$ cat src/rtl/packet_transmitter_pkg.sv
// rtl/packet_transmitter_pkg.sv - shared constants and types for packet_transmitter
// Purpose: FSM state encoding (one-hot), default sync byte, checksum width and
//          the checksum accumulate helper.
// Ports:   none (package).
package packet_transmitter_pkg;

   localparam logic [7:0] HEADER_BYTE_DEFAULT = 8'hA5;
   localparam int         CSUM_W              = 8;
   localparam int         STATE_W             = 9;

   typedef enum logic [STATE_W-1:0] {
      ST_IDLE       = 9'b000000001,
      ST_HDR        = 9'b000000010,
      ST_CNT_HI     = 9'b000000100,
      ST_CNT_LO     = 9'b000001000,
      ST_FETCH      = 9'b000010000,
      ST_WAIT_VALID = 9'b000100000,
      ST_SEND_HI    = 9'b001000000,
      ST_SEND_LO    = 9'b010000000,
      ST_CSUM       = 9'b100000000
   } state_e;

   // Modulo-256 running sum; the carry is intentionally dropped.
   function automatic logic [CSUM_W-1:0] csum_add(input logic [CSUM_W-1:0] acc,
                                                  input logic [7:0]        b);
      return acc + b;
   endfunction

endpackage

$ cat src/rtl/packet_transmitter_if.sv
// rtl/packet_transmitter_if.sv - FIFO-side and UART-side signals of packet_transmitter
// Purpose: groups the source-FIFO read handshake, the UART byte handshake and
//          the status outputs.
// Ports:   dataReadyToRead/dataValid/dataIn/dataRead  - source FIFO
//          txReady/txStrobe/txData                     - UART byte issue
//          readyToTransmit/packetActive                - status
// Modports: slave = the transmitter, master = its environment.
interface packet_transmitter_if;

   logic        dataReadyToRead;
   logic        dataValid;
   logic [15:0] dataIn;
   logic        dataRead;
   logic        readyToTransmit;
   logic        txReady;
   logic        txStrobe;
   logic [7:0]  txData;
   logic        packetActive;

   modport slave (
      input  dataReadyToRead, dataValid, dataIn, txReady,
      output dataRead, readyToTransmit, txStrobe, txData, packetActive
   );

   modport master (
      output dataReadyToRead, dataValid, dataIn, txReady,
      input  dataRead, readyToTransmit, txStrobe, txData, packetActive
   );

endinterface

$ cat src/rtl/packet_transmitter_tx_byte_issuer.sv
// rtl/packet_transmitter_tx_byte_issuer.sv - UART byte handshake with guard cycle
// Purpose: turns a held byte request into a single registered strobe once the
//          UART is ready; the strobe itself acts as the guard cycle so two
//          strobes are always at least 2 cycles apart.
// Ports:   clk, rst     - clock, synchronous active-high reset
//          req_i        - a byte is waiting to be sent
//          byte_i       - the byte to send
//          tx_ready_i   - UART can accept a byte
//          tx_strobe_o  - one-cycle registered issue pulse (doubles as "done")
//          tx_data_o    - registered byte, stable while tx_strobe_o is high
module packet_transmitter_tx_byte_issuer (
   input  logic       clk,
   input  logic       rst,
   input  logic       req_i,
   input  logic [7:0] byte_i,
   input  logic       tx_ready_i,
   output logic       tx_strobe_o,
   output logic [7:0] tx_data_o
);

   logic       strobe_q, strobe_d;
   logic [7:0] data_q, data_d;

   always_comb begin
      strobe_d = 1'b0;
      data_d   = data_q;
      // Blocking on strobe_q gives the guard cycle: the requester advances
      // during the strobe cycle, so no stale request can issue twice.
      if (req_i && tx_ready_i && !strobe_q) begin
         strobe_d = 1'b1;
         data_d   = byte_i;
      end
   end

   always_ff @(posedge clk) begin
      if (rst) begin
         strobe_q <= 1'b0;
         data_q   <= 8'h00;
      end else begin
         strobe_q <= strobe_d;
         data_q   <= data_d;
      end
   end

   assign tx_strobe_o = strobe_q;
   assign tx_data_o   = data_q;

endmodule

$ cat src/rtl/packet_transmitter.sv
// rtl/packet_transmitter.sv - frames 16-bit FIFO words into UART byte packets
// Purpose: packet = HEADER_BYTE, count hi, count lo, data bytes MSB first,
//          modulo-256 checksum of count and data bytes.
// Ports:   clk  - clock
//          rst  - synchronous active-high reset
//          bus  - packet_transmitter_if.slave (FIFO read, UART issue, status)
module packet_transmitter
   import packet_transmitter_pkg::*;
#(
   parameter int         WORDS_PER_PACKET = 128,
   parameter logic [7:0] HEADER_BYTE      = HEADER_BYTE_DEFAULT
) (
   input  logic                 clk,
   input  logic                 rst,
   packet_transmitter_if.slave  bus
);

   localparam logic [15:0] WPP      = 16'(WORDS_PER_PACKET);
   localparam logic [15:0] WPP_LAST = WPP - 16'd1;

   state_e              state_q, state_d;
   logic [15:0]         word_cnt_q, word_cnt_d;
   logic [CSUM_W-1:0]   csum_q, csum_d;
   logic [15:0]         word_q, word_d;
   logic                data_read_q, data_read_d;

   logic                issue_req;
   logic [7:0]          issue_byte;
   logic                tx_strobe;
   logic [7:0]          tx_data;

   packet_transmitter_tx_byte_issuer u_issuer (
      .clk         (clk),
      .rst         (rst),
      .req_i       (issue_req),
      .byte_i      (issue_byte),
      .tx_ready_i  (bus.txReady),
      .tx_strobe_o (tx_strobe),
      .tx_data_o   (tx_data)
   );

   always_comb begin
      state_d     = state_q;
      word_cnt_d  = word_cnt_q;
      csum_d      = csum_q;
      word_d      = word_q;
      issue_req   = 1'b0;
      issue_byte  = 8'h00;

      // Accumulate on the strobe of every count and data byte.
      if (tx_strobe && (state_q == ST_CNT_HI || state_q == ST_CNT_LO ||
                        state_q == ST_SEND_HI || state_q == ST_SEND_LO)) begin
         csum_d = csum_add(csum_q, tx_data);
      end

      case (state_q)
         ST_IDLE: begin
            if (bus.dataReadyToRead) begin
               state_d    = ST_HDR;
               word_cnt_d = 16'd0;
               csum_d     = '0;
            end
         end
         ST_HDR: begin
            issue_req  = 1'b1;
            issue_byte = HEADER_BYTE;
            if (tx_strobe) state_d = ST_CNT_HI;
         end
         ST_CNT_HI: begin
            issue_req  = 1'b1;
            issue_byte = WPP[15:8];
            if (tx_strobe) state_d = ST_CNT_LO;
         end
         ST_CNT_LO: begin
            issue_req  = 1'b1;
            issue_byte = WPP[7:0];
            if (tx_strobe) state_d = ST_FETCH;
         end
         ST_FETCH: begin
            // The read pulse was registered on the way in (see data_read_d),
            // so it is visible during this cycle and the data follows next.
            if (data_read_q) state_d = ST_WAIT_VALID;
         end
         ST_WAIT_VALID: begin
            if (bus.dataValid) begin
               word_d  = bus.dataIn;
               state_d = ST_SEND_HI;
            end
         end
         ST_SEND_HI: begin
            issue_req  = 1'b1;
            issue_byte = word_q[15:8];
            if (tx_strobe) state_d = ST_SEND_LO;
         end
         ST_SEND_LO: begin
            issue_req  = 1'b1;
            issue_byte = word_q[7:0];
            if (tx_strobe) begin
               // Compare before incrementing so the counter never wraps.
               state_d    = (word_cnt_q == WPP_LAST) ? ST_CSUM : ST_FETCH;
               word_cnt_d = word_cnt_q + 16'd1;
            end
         end
         ST_CSUM: begin
            issue_req  = 1'b1;
            issue_byte = csum_q;
            if (tx_strobe) state_d = ST_IDLE;
         end
         default: state_d = ST_IDLE;
      endcase

      // Issue the read as FETCH is entered (or while stalled in it), so
      // the pulse lands in the FETCH cycle and dataValid in WAIT_VALID.
      // A pending read moves FETCH on, so no second read is ever issued.
      data_read_d = (state_d == ST_FETCH) && bus.dataReadyToRead;
   end

   always_ff @(posedge clk) begin
      if (rst) begin
         state_q     <= ST_IDLE;
         word_cnt_q  <= 16'd0;
         csum_q      <= '0;
         word_q      <= 16'd0;
         data_read_q <= 1'b0;
      end else begin
         state_q     <= state_d;
         word_cnt_q  <= word_cnt_d;
         csum_q      <= csum_d;
         word_q      <= word_d;
         data_read_q <= data_read_d;
      end
   end

   assign bus.dataRead        = data_read_q;
   assign bus.txStrobe        = tx_strobe;
   assign bus.txData          = tx_data;
   assign bus.readyToTransmit = (state_q == ST_IDLE) && !rst;
   assign bus.packetActive    = (state_q != ST_IDLE);

endmodule

$ cat src/flat_wrapper.sv
// flat-port wrapper written by rule: the top's interface ports become plain ports
module packet_transmitter_flat import packet_transmitter_pkg::*;
#(
   parameter int         WORDS_PER_PACKET = 128,
   parameter logic [7:0] HEADER_BYTE      = HEADER_BYTE_DEFAULT
)
  (clk, rst, bus_dataReadyToRead, bus_dataValid, bus_dataIn, bus_txReady, bus_dataRead, bus_readyToTransmit, bus_txStrobe, bus_txData, bus_packetActive);
  packet_transmitter_if bus_i ();
  input  logic clk;
  input  logic rst;
  input wire logic [$bits(bus_i.dataReadyToRead)-1:0] bus_dataReadyToRead;
  input wire logic [$bits(bus_i.dataValid)-1:0] bus_dataValid;
  input wire logic [$bits(bus_i.dataIn)-1:0] bus_dataIn;
  input wire logic [$bits(bus_i.txReady)-1:0] bus_txReady;
  output wire logic [$bits(bus_i.dataRead)-1:0] bus_dataRead;
  output wire logic [$bits(bus_i.readyToTransmit)-1:0] bus_readyToTransmit;
  output wire logic [$bits(bus_i.txStrobe)-1:0] bus_txStrobe;
  output wire logic [$bits(bus_i.txData)-1:0] bus_txData;
  output wire logic [$bits(bus_i.packetActive)-1:0] bus_packetActive;
  assign bus_i.dataReadyToRead = bus_dataReadyToRead;
  assign bus_i.dataValid = bus_dataValid;
  assign bus_i.dataIn = bus_dataIn;
  assign bus_i.txReady = bus_txReady;
  assign bus_dataRead = bus_i.dataRead;
  assign bus_readyToTransmit = bus_i.readyToTransmit;
  assign bus_txStrobe = bus_i.txStrobe;
  assign bus_txData = bus_i.txData;
  assign bus_packetActive = bus_i.packetActive;
  packet_transmitter #(.WORDS_PER_PACKET(WORDS_PER_PACKET), .HEADER_BYTE(HEADER_BYTE)) u_core (.clk(clk), .rst(rst), .bus(bus_i));
endmodule
$ cat config.mk
export PLATFORM = sky130hd
export DESIGN_NAME = packet_transmitter_flat
export DESIGN_NICKNAME = d
export VERILOG_FILES = /design/src/rtl/packet_transmitter_pkg.sv /design/src/rtl/packet_transmitter_if.sv /design/src/rtl/packet_transmitter_tx_byte_issuer.sv /design/src/rtl/packet_transmitter.sv /design/src/flat_wrapper.sv
export SDC_FILE = /design/constraint.sdc
export NUM_CORES = 1
export LEC_CHECK = 0
export ABC_AREA = 1
export CORE_MARGIN = 8
export CORE_UTILIZATION = 45
export CTS_BUF_LIST = sky130_fd_sc_hd__clkbuf_4 sky130_fd_sc_hd__clkbuf_8 sky130_fd_sc_hd__clkbuf_16
export CTS_CLUSTER_SIZE = 25
export DETAILED_ROUTE_END_ITERATION = 6
export PLACE_DENSITY = 0.65
export SETUP_SLACK_MARGIN = 0.2
export SLEW_MARGIN = 15
export SYNTH_ARGS = -nofsm -noshare
export SYNTH_HDL_FRONTEND = slang
export SYNTH_HIERARCHICAL = 1
export SYNTH_SLANG_ARGS = --single-unit
$ cat constraint.sdc
create_clock -name clk -period 1.9 [get_ports clk]
set_input_delay 0.285 -clock clk [delete_from_list [all_inputs] [get_ports clk]]
set_output_delay 0.285 -clock clk [all_outputs]
set_load 0.05 [all_outputs]
---- After elaboration in Yosys (flattened, before gate mapping) ----
Cells that the tools add are included.
operators by class
  equality and inequality tests ........... 14
  reductions and logical operators ........ 14
  multiplexer cells ....................... 20
  $add $sub $neg .......................... 2
operators by type and width
  cell                     number
  $mux W9                  10
  $pmux W9 S9              1
  $pmux W8 S5              1
  $mux W16                 2
  $pmux W16 S2             1
  $mux W8                  3
  $eq A9 B5 Y1 const B     2
  $add A16 B1 Y16 const B  1
  $eq A16 B7 Y1 const B    1
  $eq A9 B1 Y1 const B     1
  $eq A9 B2 Y1 const B     1
  $eq A9 B3 Y1 const B     1
  $eq A9 B4 Y1 const B     1
  $eq A9 B6 Y1 const B     1
  $eq A9 B7 Y1 const B     1
  $eq A9 B8 Y1 const B     1
  $eq A9 B9 Y1 const B     1
  $ne A9 B1 Y1 const B     1
  $add A8 B8 Y8            1
  $reduce_or A6 Y1         1
  $logic_and A1 B1 Y1      5
  $ne A2 B2 Y1 const B     2
  $logic_or A1 B1 Y1       3
  $reduce_and A3 Y1        1
  4 further kinds          6
storage, ports and cells
  output and inout port bits .............. 12
  register bits ........................... 59
  word-level logic and storage cells ...... 57
  bits of input ports ..................... 21

---- Logic depth before layout (Yosys ltp) ----
  word-level depth ........................ 8
  depth in mapped cells ................... 12
  mapped depth without buffers ............ 11

---- Hierarchy ----
The synthesis kept the hierarchy.
by module, submodules not included
  module                             instances  seq. area each (µm²)  cells an instance  area each (µm²)
  packet_transmitter                 1          1001.0                458                3046.7
  packet_transmitter_tx_byte_issuer  1          180.2                 54                 372.9

---- Worst setup path before layout ----
No wires, ideal clock.
  path kind ............................... register -> output
  from .................................... register u_core.state_q[7]
  to ...................................... output port bus_readyToTransmit
  required time ........................... 1.615 ns
  cell stages (with the launch flop) ...... 6
  arrival time ............................ 1.545 ns
  buffers on the path ..................... 0
  setup slack ............................. 0.070 ns
  path through ............................ dfxtp_1 > nor2_2 > nand2_2 > nor2_4 > nand2_4 > nor2_1
on the way
  word-level cells in the longest chain between the ends .. 2
ends and longest elaborated chain
  what                    line                       source
  from (decl)             packet_transmitter.sv:21   state_e state_q, state_d;
  from (signal assigned)  packet_transmitter.sv:126  state_q <= state_d;
  $eq A9 B1 Y1            packet_transmitter.sv:137  assign bus.readyToTransmit = (state_q == ST_IDLE) && !rst;
  $logic_and A1 B1 Y1     packet_transmitter.sv:137
  to (decl)               flat_wrapper.sv:16         output wire logic [$bits(bus_i.readyToTransmit)-1:0] bus_readyToTransmit;
No other way between the ends.

---- Final worst setup path ----
Ends and elaborated chain as after synthesis.

==> reports/qor.txt <==
status: finished clean
Synth top area share: 34.5%
routed vias: 3380
Peak Freq: 580 MHz
Worst setup SP type: register
unrepaired setup endpoints after global routing: true
number of synthesized register bits: 59
Layout fillers: 724
Max-cap violations: 0
pwr dens: 669 mW/mm²
Synth Flop Type: dfxtp_1
Worst-Skew Late Latency: 0.34 ns
routed wire length: 9120 µm
Die Wd: 103 µm
hold depth: 2
Synth Warn #: 6
critical path class: register to primary output
critical path arrival: 1.44 ns
Worst Path Required: 1.62 ns
CTS tree: built
number of detailed-route iterations in the first pass: 4
# hold bufs at CTS: 0
DR iter-0 viols: 175
Slew Limit Fails: 0
Post-synth EDFFs: 0
Tmin final: 1.73 ns
area leader, netlist: dfxtp_1
Hold WC Path Type: register to register
Async SR Flop Fraction: 0%
I/O Pins: 33
H-Tree Depth: 3
Worst-path clk slew: 0.07 ns
drt drc: 0
row count: 31
vias in the first global route: 3089
post-layout util: 59.2%
Layout Area Growth over Synthesis: 26.2%
synthesized net count: 542
Setup Viol. Count Final: 0
CTS Buf Count: 9
CP max FO: 5
root buffer cell: clkbuf_8
slew margin rel.: 66.6%
number of port buffers: 32
DR WL/cell: 13.6 µm
area of the multi-input gates: 0.00207 mm²
peak supply drop: 452 µV
Max Buffers Root-to-Sink: 2
Die H: 103 µm
Synth area leaders: dfxtp_1 (35%), nand2_1 (13%), nor2_1 (12%)
Final Power: 2.89 mW
Total GRT Usage: 17.2%
register area: 0.00120 mm²
R2R depth: 9
cell area after synthesis: 0.00342 mm²
Gate Count Post-Synth: 512
total leakage power: 1.85 nW
initial antenna violation count: 0
nature of the critical path endpoint: primary output
final-stage net count: 595
routed vias/inst: 5.06
skew final: 0.0113 ns
final setup TNS: 0 ns
initial core utilization: 46.9%
Core Area: 0.00729 mm²
pin count of the biggest net entering global routing: 20
setup ws final: 0.175 ns
gp weighted congestion: 0.968
Final Hold Viols: 0
clock sinks: 59
Final ANT Viol Nets: 0
total grt overflow: 0
Synth cell types: 41
mean post-synth cell area: 6.68 µm²
Tcrit/Tclk final: 90.8%
global-route wire length before repair: 14300 µm
ant diodes: 0
sequential-to-total area share from yosys stat: 34.5%
Die ar.: 0.0106 mm²
Least-Margin Pin Slew: 0.504 ns
layout cells sized above 1: 20.7%
DP HPWL: 6400 µm
Post-Place Setup Slack: 0.163 ns
per-layer routing:
metal	GRT usage (%)	share of wire [%]
met1	21.0	46
met2	29.5	48
met3	2.41	4.2
met4	7.12	1.8
met5	0	0
critical path: stages (launching register included):
cell and delay (ns):
dfxtp_4 0.36, nor2_4 0.14, nand2_4 0.08, nor2_4 0.13, nand2_4 0.11, nor2_4 0.13, buf_12 0.15
report_power, final:
part	switching, mW	total [mW]	internal, mW
Combinational	0.301	0.490	0.189
Clock	0.503	1.13	0.629
Sequential	0.0163	1.27	1.25
Total	0.820	2.89	2.07
logic make-up after synthesis:
group	share of synthesized area, %
adders and majority gates	3.51
AOI/OAI and AO/OA	11.3
xor gates and xnor gates	3.07
buffers and inverters	8.82
DFF	34.5
and+or+nand+nor	38.8
cell usage in the layout (no fill, tap or decap), types with 2 or more instances in the layout:
cell type | synthesis | routed
o21ai_0 | 24 | 24
clkdlybuf4s50_1 | 0 | 20
nor2_1 | 108 | 100
dfxtp_2 | 0 | 12
clkinv_2 | 0 | 3
nand4_1 | 7 | 7
buf_4 | 1 | 16
dlygate4sd2_1 | 0 | 9
o211ai_1 | 3 | 3
clkbuf_8 | 0 | 10
ha_1 | 8 | 7
dfxtp_4 | 0 | 2
dfxtp_1 | 59 | 45
a21oi_2 | 9 | 9
nor3_1 | 5 | 4
xor2_1 | 9 | 9
inv_2 | 4 | 5
nand2_1 | 118 | 114
nand3_4 | 2 | 3
xnor2_1 | 3 | 3
inv_1 | 53 | 52
nand3_2 | 1 | 6
or2_2 | 2 | 2
nand2_4 | 2 | 3
nor2_2 | 4 | 9
nor2_4 | 3 | 6
a31oi_1 | 2 | 2
o211a_1 | 2 | 2
nand3_1 | 27 | 23
buf_6 | 2 | 2
a21oi_1 | 16 | 16
buf_12 | 0 | 3
o2111ai_1 | 3 | 2
nand2_2 | 14 | 17
path summary, 6_finish.rpt:
check | from | end | slack (ns)
worst max register to register | u_core/state_q[3]$_SDFF_PP0_ | u_core/u_issuer/tx_data_o[7]$_SDFFE_PP0P_ | 0.27
worst max-delay path | u_core/state_q[7]$_SDFF_PP0_ | bus_readyToTransmit | 0.17
worst min-delay path | u_core/word_q[15]$_SDFFE_PP0P_ | u_core/word_q[15]$_SDFFE_PP0P_ | 0.49
worst min register to register | u_core/word_q[15]$_SDFFE_PP0P_ | u_core/word_q[15]$_SDFFE_PP0P_ | 0.49
through the flow:
stage	hold slack, ns	area (µm²)	instances
after CTS	0.493	4120	659
after global placement	0.465	3900	641
after floorplan	0.357	3430	512
final	0.488	4320	668
after detailed placement	0.477	3900	641
after global routing	0.511	4320	668
cell usage after synthesis (2+ instances only):
library cell	n
dfxtp_1	59
o211a_1	2
a31oi_1	2
a21oi_1	16
xor2_1	9
inv_2	4
buf_6	2
nor2_1	108
nand3_4	2
nor3_1	5
buf_2	2
o2111ai_1	3
nand2_4	2
nand2_2	14
o211ai_1	3
or2_2	2
xnor2_1	3
nand2_1	118
a21oi_2	9
o21ai_1	2
nor2_4	3
o21ai_0	24
nand3_1	27
inv_1	53
ha_1	8
nor2_2	4
clkbuf_1	6
nand4_1	7
final cells by class:
class                           instances  area share, %
Clock buffer                           10           3.19
Inverter                               59           5.42
Multi-Input combinational cell        385           48.0
Timing Repair Buffer                   50           11.2
Timing Repair inverter                  1          0.203
Tap cell                               99           2.87
Sequential cell                        59           27.9
Clock inverter                          5           1.25
sequential cells by signal (all words and copies together) (netlist names):
name                         cells
u_core/u_issuer/tx_data_o        8
u_core/word_q                   16
u_core/state_q                   9
u_core/word_cnt_q               16
u_core/u_issuer/tx_strobe_o      1
u_core/csum_q                    8
u_core/bus.dataRead              1
timing repair:
action,in CTS,in global routing
gates cloned,1,3
setup buffers,2,6
setup endpoints to repair,20,46
gates resized for setup,15,36
pin swaps,3,8
Power figures use the tool's default switching activity.
